--- src/rtl/vo_src_sched.sv ---
// Video output source scheduler: picks pattern or framebuffer pixels per frame,
// substitutes a fixed colour on FIFO underflow and tracks underflow statistics.
module vo_src_sched #(
    parameter logic [23:0] UNDERFLOW_COLOR = 24'hFF00FF,
    parameter int          CNT_W           = 8
) (
    input  logic             vo_clk,
    input  logic             vo_reset_,
    input  logic             in_vsync,
    input  logic             in_req,
    input  logic             in_eol,
    input  logic             in_eof,
    input  logic [23:0]      in_pixel,
    input  logic             fb_valid,
    input  logic [23:0]      fb_pixel,
    output logic             fb_rd,
    input  logic             sel_fb,
    input  logic             clr_underflow,
    output logic             out_vsync,
    output logic             out_req,
    output logic             out_eol,
    output logic             out_eof,
    output logic [23:0]      out_pixel,
    output logic             cur_src,
    output logic             underflow,
    output logic [CNT_W-1:0] underflow_cnt
);

    typedef enum logic [1:0] {ST_PG, ST_FB, ST_FB_UNDER} state_t;

    state_t           r_state;
    state_t           w_state_nxt;
    logic             w_fb_rd;
    logic             w_under;
    logic [23:0]      w_pix_nxt;
    logic             r_vsync, r_req, r_eol, r_eof;
    logic [23:0]      r_pixel;
    logic             r_underflow;
    logic [CNT_W-1:0] r_cnt;

    // Pixel choice and pop use the pre-transition state, so a vsync cycle
    // carrying an active pixel is still served by the outgoing frame's source.
    always_comb begin
        w_state_nxt = r_state;
        w_fb_rd     = 1'b0;
        w_under     = 1'b0;
        w_pix_nxt   = '0;
        case (r_state)
            ST_PG: begin
                if (in_req) w_pix_nxt = in_pixel;
            end
            ST_FB: begin
                if (in_req) begin
                    if (fb_valid) begin
                        w_fb_rd   = 1'b1;
                        w_pix_nxt = fb_pixel;
                    end else begin
                        w_under     = 1'b1;
                        w_pix_nxt   = UNDERFLOW_COLOR;
                        w_state_nxt = ST_FB_UNDER;
                    end
                end
            end
            ST_FB_UNDER: begin
                if (in_req) w_pix_nxt = UNDERFLOW_COLOR;
            end
            default: w_state_nxt = ST_PG;
        endcase
        if (in_vsync) w_state_nxt = sel_fb ? ST_FB : ST_PG;
    end

    always_ff @(posedge vo_clk or negedge vo_reset_) begin
        if (!vo_reset_) r_state <= ST_PG;
        else            r_state <= w_state_nxt;
    end

    always_ff @(posedge vo_clk or negedge vo_reset_) begin
        if (!vo_reset_) begin
            r_vsync <= 1'b0;
            r_req   <= 1'b0;
            r_eol   <= 1'b0;
            r_eof   <= 1'b0;
            r_pixel <= '0;
        end else begin
            r_vsync <= in_vsync;
            r_req   <= in_req;
            r_eol   <= in_eol;
            r_eof   <= in_eof;
            r_pixel <= w_pix_nxt;
        end
    end

    // Set wins over clear; a clear coinciding with a new underflow counts it as 1.
    always_ff @(posedge vo_clk or negedge vo_reset_) begin
        if (!vo_reset_) begin
            r_underflow <= 1'b0;
            r_cnt       <= '0;
        end else begin
            if (w_under)            r_underflow <= 1'b1;
            else if (clr_underflow) r_underflow <= 1'b0;

            if (clr_underflow)             r_cnt <= w_under ? CNT_W'(1) : '0;
            else if (w_under && !(&r_cnt)) r_cnt <= r_cnt + CNT_W'(1);
        end
    end

    // Gate the combinational pop with reset so it drops the instant reset asserts.
    assign fb_rd         = w_fb_rd & vo_reset_;
    assign cur_src       = (r_state != ST_PG);
    assign out_vsync     = r_vsync;
    assign out_req       = r_req;
    assign out_eol       = r_eol;
    assign out_eof       = r_eof;
    assign out_pixel     = r_pixel;
    assign underflow     = r_underflow;
    assign underflow_cnt = r_cnt;

endmodule

--- config.mk ---
export PLATFORM = sky130hd
export DESIGN_NAME = vo_src_sched
export DESIGN_NICKNAME = d
export VERILOG_FILES = /design/src/rtl/vo_src_sched.sv
export SDC_FILE = /design/constraint.sdc
export NUM_CORES = 1
export LEC_CHECK = 0
export ABC_AREA = 1
export BUFFER_PORTS_ARGS = -buffer_cell sky130_fd_sc_hd__clkbuf_2
export CORE_MARGIN = 2
export CORE_UTILIZATION = 41
export DETAILED_ROUTE_END_ITERATION = 8
export GPL_ROUTABILITY_DRIVEN = 0
export PLACE_DENSITY = 0.76
export SLEW_MARGIN = 20
export SYNTH_ARGS = -nofsm -noshare
export SYNTH_HDL_FRONTEND = slang
export SYNTH_SLANG_ARGS = --single-unit
--- constraint.sdc ---
create_clock -name vo_clk -period 1.2 [get_ports vo_clk]
set_input_delay 0.18 -clock vo_clk [delete_from_list [all_inputs] [get_ports vo_clk]]
set_output_delay 0.18 -clock vo_clk [all_outputs]
set_load 0.05 [all_outputs]
==> flow_metrics.env, run 1 <==
export IMPL_fin_ws_ns=-0.295
export IMPL_first_pass_iters=4
export IMPL_required_ns=1.02
export IMPL_r2r_end="out_pixel[3]"
export IMPL_netlist_instances=203
export IMPL_p_sw_share_pct=32.2
export IMPL_clkLatencyLatePin_ns=0.29
export IMPL_hold_end="out_vsync"
export IMPL_antenna_found_initial=0
export IMPL_synthDistinctLibCells=24
export IMPL_syn_cell_area_mm2=0.00192
export IMPL_leakagePower_nw=1.50
export IMPL_postRouteAntennaNets=0
export IMPL_rrSetupSlack_ns=-0.04
export IMPL_post_route_drc_count=0
export IMPL_fin_nets=381
export IMPL_dp_slack_ns=-0.105
export IMPL_ys_seq_area_share_pct=50.8
export IMPL_cts_root_buf="clkbuf_8"
export IMPL_grt_max_degree=40
export IMPL_power_density_mw_per_mm2=1210
export IMPL_criticalPathCategory="reg2out"
export IMPL_stdcell_count=376
export IMPL_combPwrFrac_pct=28.2
export IMPL_cts_max_level=2
export IMPL_seq_power_share_pct=40.1
export IMPL_synthTopCellsByArea="dfrtp_1 (51%), o21ai_2 (8.7%), nand2_1 (7.0%), nand3_1 (5.2%), nor2_1 (4.5%)"
export IMPL_mostFrequentLayoutCell="clkbuf_2"
export IMPL_cts_tree="done"
export IMPL_crit_fanout=3
export IMPL_crit_arrival_ns=1.31
export IMPL_rsz0062_at_grt="true"
export IMPL_synth_top_area_share_pct=50.8
export IMPL_fin_skew_ns=0.00299
export IMPL_grt_total_usage_pct=20.0
export IMPL_slew_headroom_pct=67.7
export IMPL_dp_hpwl_um=3520
export IMPL_syn_nets=261
export IMPL_power_mw=3.58
export IMPL_status="finished, violations left"
export IMPL_die_h_um=72.4
export IMPL_diodes=0
export IMPL_crit_path_max_incr_delay_ns=0.43
export IMPL_end_kind="primary output"
export IMPL_violations="negative setup slack"
export IMPL_clk_pin_slew_ns=0.08
export IMPL_wirelength_um=4930
export IMPL_post_route_min_period_ns=1.49
export IMPL_slowest_stage="dfrtp_2"
export IMPL_drtIter0Drc=87
export IMPL_hold_path_startpoint="in_vsync"
export IMPL_critical_path_top_delay_family="flip-flops"
export IMPL_dp_cells=360
export IMPL_vias=1824
export IMPL_synth_largest_area_cell="dfrtp_1"
export IMPL_switchingPower_mw=1.15
export IMPL_top_level_ports=96
export IMPL_layout_common_cells="clkbuf_2 (85), nand2_1 (33), dfrtp_1 (33)"
export IMPL_cp_common_cell="nor2_4"
export IMPL_p_int_mw=2.43
export IMPL_std_cell_rows=24
export IMPL_hold_depth=1
export IMPL_core_area_mm2=0.00444
export IMPL_numCtsBuffers=5
export IMPL_hold_class="in2reg"
export IMPL_worstPathCellList="nor2_4, inv_2, nor2_4, and3_4, clkbuf_16"
export IMPL_yosysWarningCount=0
export IMPL_vias_per_cell=4.85
export IMPL_fp_dieW_um=72.4
export IMPL_clock_fmax_mhz=669
export IMPL_setup_viol=14
export IMPL_grt_overflow=0
export IMPL_placed_area_mm2=0.00257
export IMPL_ys_ff_latch=39
export IMPL_peakVddDrop_uv=739
export IMPL_maxCapViolations=0
export IMPL_worstMarginPinSlew_ns=0.485
export IMPL_syn_to_final_growth_pct=53.6
export IMPL_start_util_pct=43.2
export IMPL_crit_path_start="r_state[1]"
export IMPL_p_clk_share_pct=31.7
export IMPL_hold_viol_final=0
export IMPL_fin_crit_sh_pct=125
export IMPL_cts_buffer_depth=2
export IMPL_die_area_mm2=0.00525
export IMPL_drive_above_1_share_pct=58.3
export IMPL_slew_viol_final=0
export IMPL_grt_pass1_vias=1846
export IMPL_syn_area_per_cell_um2=9.46
export IMPL_r2r_start="r_state[1]"
export IMPL_cts_sinks=39
export IMPL_postLayoutCellArea_mm2=0.00295
export IMPL_crit_buf_inv=2
export IMPL_startpoint_type="register"
export IMPL_wl_per_cell_um=13.1
export IMPL_grt_pass1_wl_um=8070
export IMPL_io_buffers=95
export IMPL_r2r_cells=5
export IMPL_post_route_util_pct=66.4
cells by family (layout without fill, tap and decap cells):
kind of cell	Yosys count	in the layout	share of synthesized area [%]
flip-flops	39	39	50.8
buffers and inverters	22	143	7.49
adder cells (fa/ha/maj)	1	1	0.651
AND/OR/NAND/NOR	108	108	26.9
AO/OA/AOI/OAI	33	33	14.1
power by group through the flow:
stage          registers (mW)  clock network, mW  logic, mW
5_1_grt                  1.45               1.24       1.08
6_report                 1.44               1.14       1.01
4_1_cts                  1.44               1.16      0.994
3_5_place_dp             1.46                  0      0.899
3_3_place_gp             1.46                  0      0.887
2_1_floorplan            1.77                  0      0.294
sequential cells by signal, indices dropped and copies added, names as in the netlist:
signal and count:
out_pixel 24, underflow 1, out_vsync 1, out_req 1
underflow_cnt 8, r_state 2, out_eol 1, out_eof 1
timing repair:
item	CTS	global route
setup buffers	4	1
cloned	1	0
hold buffers	3	0
gates resized for setup	24	26
hold endpoints to repair	41	0
endpoints found under the setup margin	27	32
pin swaps	6	18
synthesized netlist by cell type:
master,instances
inv_4,1
dfrtp_1,39
a21oi_1,4
inv_1,8
and3_1,1
buf_6,3
o21bai_1,2
buf_4,1
nor3_1,17
nand2_2,3
clkbuf_1,2
o31ai_2,1
o21ai_0,5
ha_1,1
o21ai_2,19
a21oi_4,2
nor2_1,23
nand2_4,2
or2_1,1
nor2_4,5
buf_12,2
inv_2,5
nand2_1,36
nand3_1,20
worst reg2reg max path: cells and delay by family (launching register included):
family	cells	cell delay [ns]
flops	1	0.43
compound gates	1	0.11
buf+inv	2	0.27
simple gates	2	0.32
worst max path at each step:
stage	endpoint	slack, ns	depth (start not counted)
final	fb_rd	-0.29	5
after global routing	fb_rd	-0.36	6
after CTS	fb_rd	-0.31	5
after detailed placement	fb_rd	-0.10	6
after global placement	fb_rd	-0.08	6
after floorplan	underflow_cnt[2]	-0.18	8
stage by stage:
stage | setup TNS [ns] | hold WS [ns]
after floorplan | -1.23 | -0.116
after global placement | -0.174 | 0.294
after detailed placement | -0.470 | 0.298
after CTS | -0.830 | 0.0505
after global routing | -1.97 | 0.0563
final | -0.799 | 0.0576
layout make-up:
type	instances	area [um^2]
tap	52	65.1
inverter	14	57.6
clock buffer	6	82.6
fill	355	1490
clock inverter	2	35.0
timing repair buffer	121	835
sequential	39	983
multi-input combinational	142	892
routing by layer:
layer	track usage, %	up-vias	part of all wire (%)
met4	6.17	0	1.0
li1	-	913	-
met2	35.5	56	53
met1	23.5	848	41
met5	0	-	0
met3	5.42	7	5.5
Power figures use the tool's default switching activity.
==> inputs of run 2 (changes only) <==
Settings changed: SKIP_CTS_REPAIR_TIMING set to 1.
==> flow_metrics.env, run 2 (same netlist as run 1, synthesis figures left out) <==
export IMPL_rsz0062_at_grt="true"
export IMPL_post_route_min_period_ns=1.48
export IMPL_required_ns=1.02
export IMPL_crit_buf_inv=2
export IMPL_grt_max_degree=40
export IMPL_vias_per_cell=4.84
export IMPL_drive_above_1_share_pct=58.2
export IMPL_power_density_mw_per_mm2=1230
export IMPL_fin_crit_sh_pct=123
export IMPL_die_h_um=72.4
export IMPL_mostFrequentLayoutCell="clkbuf_2"
export IMPL_r2r_cells=5
export IMPL_cts_root_buf="clkbuf_8"
export IMPL_violations="negative hold slack, negative setup slack"
export IMPL_grt_pass1_wl_um=7800
export IMPL_regArea_um2=983
export IMPL_top_level_ports=96
export IMPL_antenna_found_initial=0
export IMPL_cts_sinks=39
export IMPL_stdcell_count=380
export IMPL_fp_dieW_um=72.4
export IMPL_largest_register_ffs=24
export IMPL_core_area_mm2=0.00444
export IMPL_setup_viol=17
export IMPL_worstPathCellList="nor2_4, inv_2, nor2_4, and3_4, buf_8"
export IMPL_die_area_mm2=0.00525
export IMPL_hold_class="in2async"
export IMPL_io_buffers=95
export IMPL_criticalPathCategory="reg2out"
export IMPL_startpoint_type="register"
export IMPL_dp_hpwl_um=3520
export IMPL_peakVddDrop_uv=757
export IMPL_end_kind="primary output"
export IMPL_maxCapViolations=0
export IMPL_syn_to_final_growth_pct=51.6
export IMPL_multiInputGateArea_um2=881
export IMPL_r2r_start="r_state[1]"
export IMPL_clock_fmax_mhz=676
export IMPL_cts_buffer_depth=2
export IMPL_r2r_end="out_pixel[3]"
export IMPL_numCtsBuffers=5
export IMPL_diodes=0
export IMPL_fin_skew_ns=0.00186
export IMPL_postRouteAntennaNets=0
export IMPL_wl_per_cell_um=12.9
export IMPL_fill_cells=365
export IMPL_crit_fanout=3
export IMPL_post_route_drc_count=0
export IMPL_crit_path_max_incr_delay_ns=0.43
export IMPL_power_mw=3.57
export IMPL_start_util_pct=43.2
export IMPL_wirelength_um=4880
export IMPL_grt_pass1_vias=1826
export IMPL_dp_cells=360
export IMPL_clkLatencyLatePin_ns=0.29
export IMPL_rrSetupSlack_ns=-0.06
export IMPL_grt_overflow=0
export IMPL_worstMarginPinSlew_ns=0.488
export IMPL_cts_tree="done"
export IMPL_critical_path_top_delay_family="flip-flops"
export IMPL_layout_common_cells="clkbuf_2 (85), nand2_1 (34), dfrtp_1 (33)"
export IMPL_fin_ws_ns=-0.280
export IMPL_cp_common_cell="nor2_4"
export IMPL_status="finished, violations left"
export IMPL_grt_total_usage_pct=19.1
export IMPL_cts_max_level=2
export IMPL_std_cell_rows=24
export IMPL_hold_viol_final=39
export IMPL_hold_ws_ns=-0.0261
export IMPL_drtIter0Drc=74
export IMPL_clk_pin_slew_ns=0.07
export IMPL_first_pass_iters=4
export IMPL_slew_viol_final=0
export IMPL_slowest_stage="dfrtp_2"
export IMPL_vias=1840
export IMPL_leakagePower_nw=1.50
export IMPL_crit_arrival_ns=1.30
export IMPL_fin_nets=385
export IMPL_slew_headroom_pct=67.4
-- run 2: power by group --
part           switching [mW]  total (mW)  internal (mW)  leakage (nW)
registers              0.0350        1.44           1.40         0.494
logic                   0.655        1.01          0.353         0.941
clock network           0.456        1.13          0.673        0.0612
-- run 2: area by class of cell --
cell class                      count  area share, %
Timing Repair Buffer              125           27.7
Sequential cell                    39           33.8
Tap cell                           52           2.23
Clock inverter                      2           1.20
Clock buffer                        6           2.84
Multi-Input combinational cell    142           30.3
Inverter                           14           1.98
-- run 2: worst max path at each step --
stage,startpoint,to,slack (ns),cells past startpoint
final,r_state[1],fb_rd,-0.28,5
after global routing,r_state[1],fb_rd,-0.34,5
after floorplan,underflow_cnt[0],underflow_cnt[2],-0.18,8
after global placement,r_state[0],fb_rd,-0.08,6
after detailed placement,r_state[0],fb_rd,-0.10,6
after CTS,r_state[0],fb_rd,-0.43,6
-- run 2: through the flow --
step	area, um^2	util, %	hold slack [ns]	setup TNS (ns)	setup WS (ns)
2_1_floorplan	1960	-	-0.116	-1.23	-0.182
3_3_place_gp	2570	57.9	0.294	-0.174	-0.0770
3_5_place_dp	2570	57.9	0.298	-0.470	-0.105
4_1_cts	2690	60.5	-0.00777	-1.57	-0.429
5_1_grt	2910	65.5	0.0209	-2.23	-0.341
6_report	2910	65.5	-0.0261	-1.09	-0.280
-- run 2: worst reg2reg max path, stage by stage, from the launching register on --
cell     delay [ns]
dfrtp_2        0.43
or2_4          0.27
buf_12         0.14
buf_8          0.13
o21ai_2        0.11
nor2_1         0.06
-- run 2: per-layer routing --
metal  vias to the layer above  wire [um]  global-route usage, %
met5                         -          0                      0
met4                         0         65                   7.00
met3                         9        256                   5.42
met2                        58       2500                   33.1
met1                       855       2060                   22.7
li1                        918          -                      -
==> inputs of run 3 (changes only) <==
Settings changed: ABC_AREA 1 to 0.
==> flow_metrics.env, run 3 <==
export IMPL_fp_dieW_um=71.3
export IMPL_die_area_mm2=0.00509
export IMPL_syn_cell_area_mm2=0.00186
export IMPL_largest_register_ffs=24
export IMPL_fin_skew_ns=0.00554
export IMPL_grt_max_degree=40
export IMPL_worstMarginPinSlew_ns=0.492
export IMPL_synthTopCellsByArea="dfrtp_1 (52%), nor2b_1 (8.4%), nor2_1 (6.1%), and2_1 (5.7%), o22ai_1 (5.4%)"
export IMPL_clk_pin_slew_ns=0.08
export IMPL_drtIter0Drc=71
export IMPL_worstPathCellList="nand2b_4, buf_12, nor2_4, buf_12"
export IMPL_vias=1818
export IMPL_clock_fmax_mhz=688
export IMPL_std_cell_rows=24
export IMPL_grt_total_usage_pct=19.3
export IMPL_post_route_min_period_ns=1.45
export IMPL_slowest_stage="dfrtp_1"
export IMPL_mostFrequentLayoutCell="clkbuf_2"
export IMPL_fill_cells=347
export IMPL_die_h_um=71.3
export IMPL_leakagePower_nw=1.54
export IMPL_stdcell_count=366
export IMPL_ys_seq_area_share_pct=52.5
export IMPL_cts_root_buf="clkbuf_8"
export IMPL_status="finished, violations left"
export IMPL_wl_per_cell_um=14.5
export IMPL_crit_fanout=5
export IMPL_placed_area_mm2=0.00256
export IMPL_fin_crit_sh_pct=121
export IMPL_r2r_end="underflow_cnt[5]"
export IMPL_slew_viol_final=0
export IMPL_grt_pass1_wl_um=7730
export IMPL_synth_top_area_share_pct=52.5
export IMPL_grt_pass1_vias=1675
export IMPL_synthDistinctLibCells=30
export IMPL_cts_sinks=39
export IMPL_critical_path_top_delay_family="flip-flops"
export IMPL_antenna_found_initial=0
export IMPL_r2r_cells=4
export IMPL_hold_viol_final=0
export IMPL_vias_per_cell=4.97
export IMPL_yosys_top_cells_count="dfrtp_1 (39), nor2_1 (30), nor2b_1 (25), and2_1 (17), o22ai_1 (16)"
export IMPL_hold_class="in2reg"
export IMPL_layout_common_cells="clkbuf_2 (85), dfrtp_1 (31), nor2_1 (27)"
export IMPL_postRouteAntennaNets=0
export IMPL_setup_viol=27
export IMPL_peakVddDrop_uv=633
export IMPL_ys_flop_type="dfrtp_1"
export IMPL_hold_depth=1
export IMPL_power_mw=3.28
export IMPL_cts_buffer_depth=2
export IMPL_synth_edff_count=0
export IMPL_postLayoutCellArea_mm2=0.00303
export IMPL_grt_overflow=0
export IMPL_rsz0062_at_grt="true"
export IMPL_cp_common_cell="buf_12"
export IMPL_fin_ws_ns=-0.254
export IMPL_ys_ff_latch=39
export IMPL_hold_end="out_vsync"
export IMPL_clkLatencyLatePin_ns=0.28
export IMPL_dp_cells=343
export IMPL_maxCapViolations=0
export IMPL_criticalPathCategory="reg2out"
export IMPL_yosysWarningCount=0
export IMPL_syn_area_per_cell_um2=9.84
export IMPL_top_level_ports=96
export IMPL_io_buffers=95
export IMPL_dp_hpwl_um=3430
export IMPL_synth_largest_area_cell="dfrtp_1"
export IMPL_crit_arrival_ns=1.27
export IMPL_cts_tree="done"
export IMPL_yosys_cell_count_top_type="dfrtp_1"
export IMPL_end_kind="primary output"
export IMPL_rrSetupSlack_ns=-0.24
export IMPL_violations="negative setup slack"
export IMPL_r2r_start="r_state[1]"
export IMPL_crit_buf_inv=2
export IMPL_power_density_mw_per_mm2=1080
export IMPL_diodes=0
export IMPL_start_util_pct=42.7
export IMPL_hold_path_startpoint="in_vsync"
export IMPL_async_reset_ff_share_pct=100
export IMPL_syn_to_final_growth_pct=62.9
export IMPL_cts_max_level=2
export IMPL_drive_above_1_share_pct=58.3
export IMPL_core_area_mm2=0.00435
export IMPL_post_route_drc_count=0
export IMPL_startpoint_type="register"
export IMPL_crit_path_max_incr_delay_ns=0.42
export IMPL_wirelength_um=5300
export IMPL_numCtsBuffers=5
export IMPL_hold_ws_ns=0.0445
export IMPL_netlist_instances=189
export IMPL_first_pass_iters=5
export IMPL_slew_headroom_pct=67.2
export IMPL_syn_nets=247
export IMPL_fin_nets=371
export IMPL_required_ns=1.02
-- run 3: kinds of logic after synthesis --
kind of cell,synth area share [%]
buffers and inverters,3.63
AOI/OAI and AO/OA,12.6
and+or+nand+nor,28.1
DFF,52.5
muxes,1.08
adders and majority gates,0.673
xor gates and xnor gates,1.41
-- run 3: cell type report --
| class | count | area [um^2] | share of cell area [%] |
|---|---|---|---|
| tap | 52 | 65.1 | 2.15 |
| timing repair buffer | 131 | 867 | 28.6 |
| sequential | 39 | 986 | 32.6 |
| multi-input combinational | 135 | 1020 | 33.8 |
| clock buffer | 7 | 76.3 | 2.52 |
| inverter | 1 | 3.75 | 0.124 |
| clock inverter | 1 | 5.00 | 0.165 |
-- run 3: through the flow --
stage               TNS (ns)  util [%]  setup slack (ns)
detailed placement    -0.767      58.9            -0.141
finish                 -2.30      69.5            -0.254
global placement      -0.635      58.9            -0.118
CTS                    -1.78      60.7            -0.377
global route           -3.85      69.5            -0.302
floorplan              -1.45         -            -0.222
-- run 3: worst register-to-register path, cell delays in order, from the launching register on --
cell and delay, ns:
dfrtp_1 0.42, and4bb_4 0.40, o211ai_4 0.09, or3_1 0.32, a21oi_1 0.13
-- run 3: worst max-delay path by stage --
| stage | from | end | slack (ns) | depth (start not counted) |
|---|---|---|---|---|
| floorplan | underflow_cnt[0] | underflow_cnt[5] | -0.22 | 5 |
| global placement | r_state[1] | underflow_cnt[5] | -0.12 | 4 |
| detailed placement | r_state[1] | underflow_cnt[6] | -0.14 | 4 |
| CTS | r_state[1] | cur_src | -0.38 | 3 |
| global route | r_state[1] | fb_rd | -0.30 | 4 |
| finish | r_state[1] | fb_rd | -0.25 | 4 |
-- run 3: per-layer routing --
layer,wire (um),track usage [%]
met2,2800,30.1
met3,286,5.34
met1,2120,25.2
met4,91,8.60
met5,0,0
-- run 3: power breakdown --
part	switching, mW	total, mW	internal [mW]
sequential	0.0356	1.43	1.40
clock	0.443	0.851	0.408
combinational	0.615	0.995	0.380
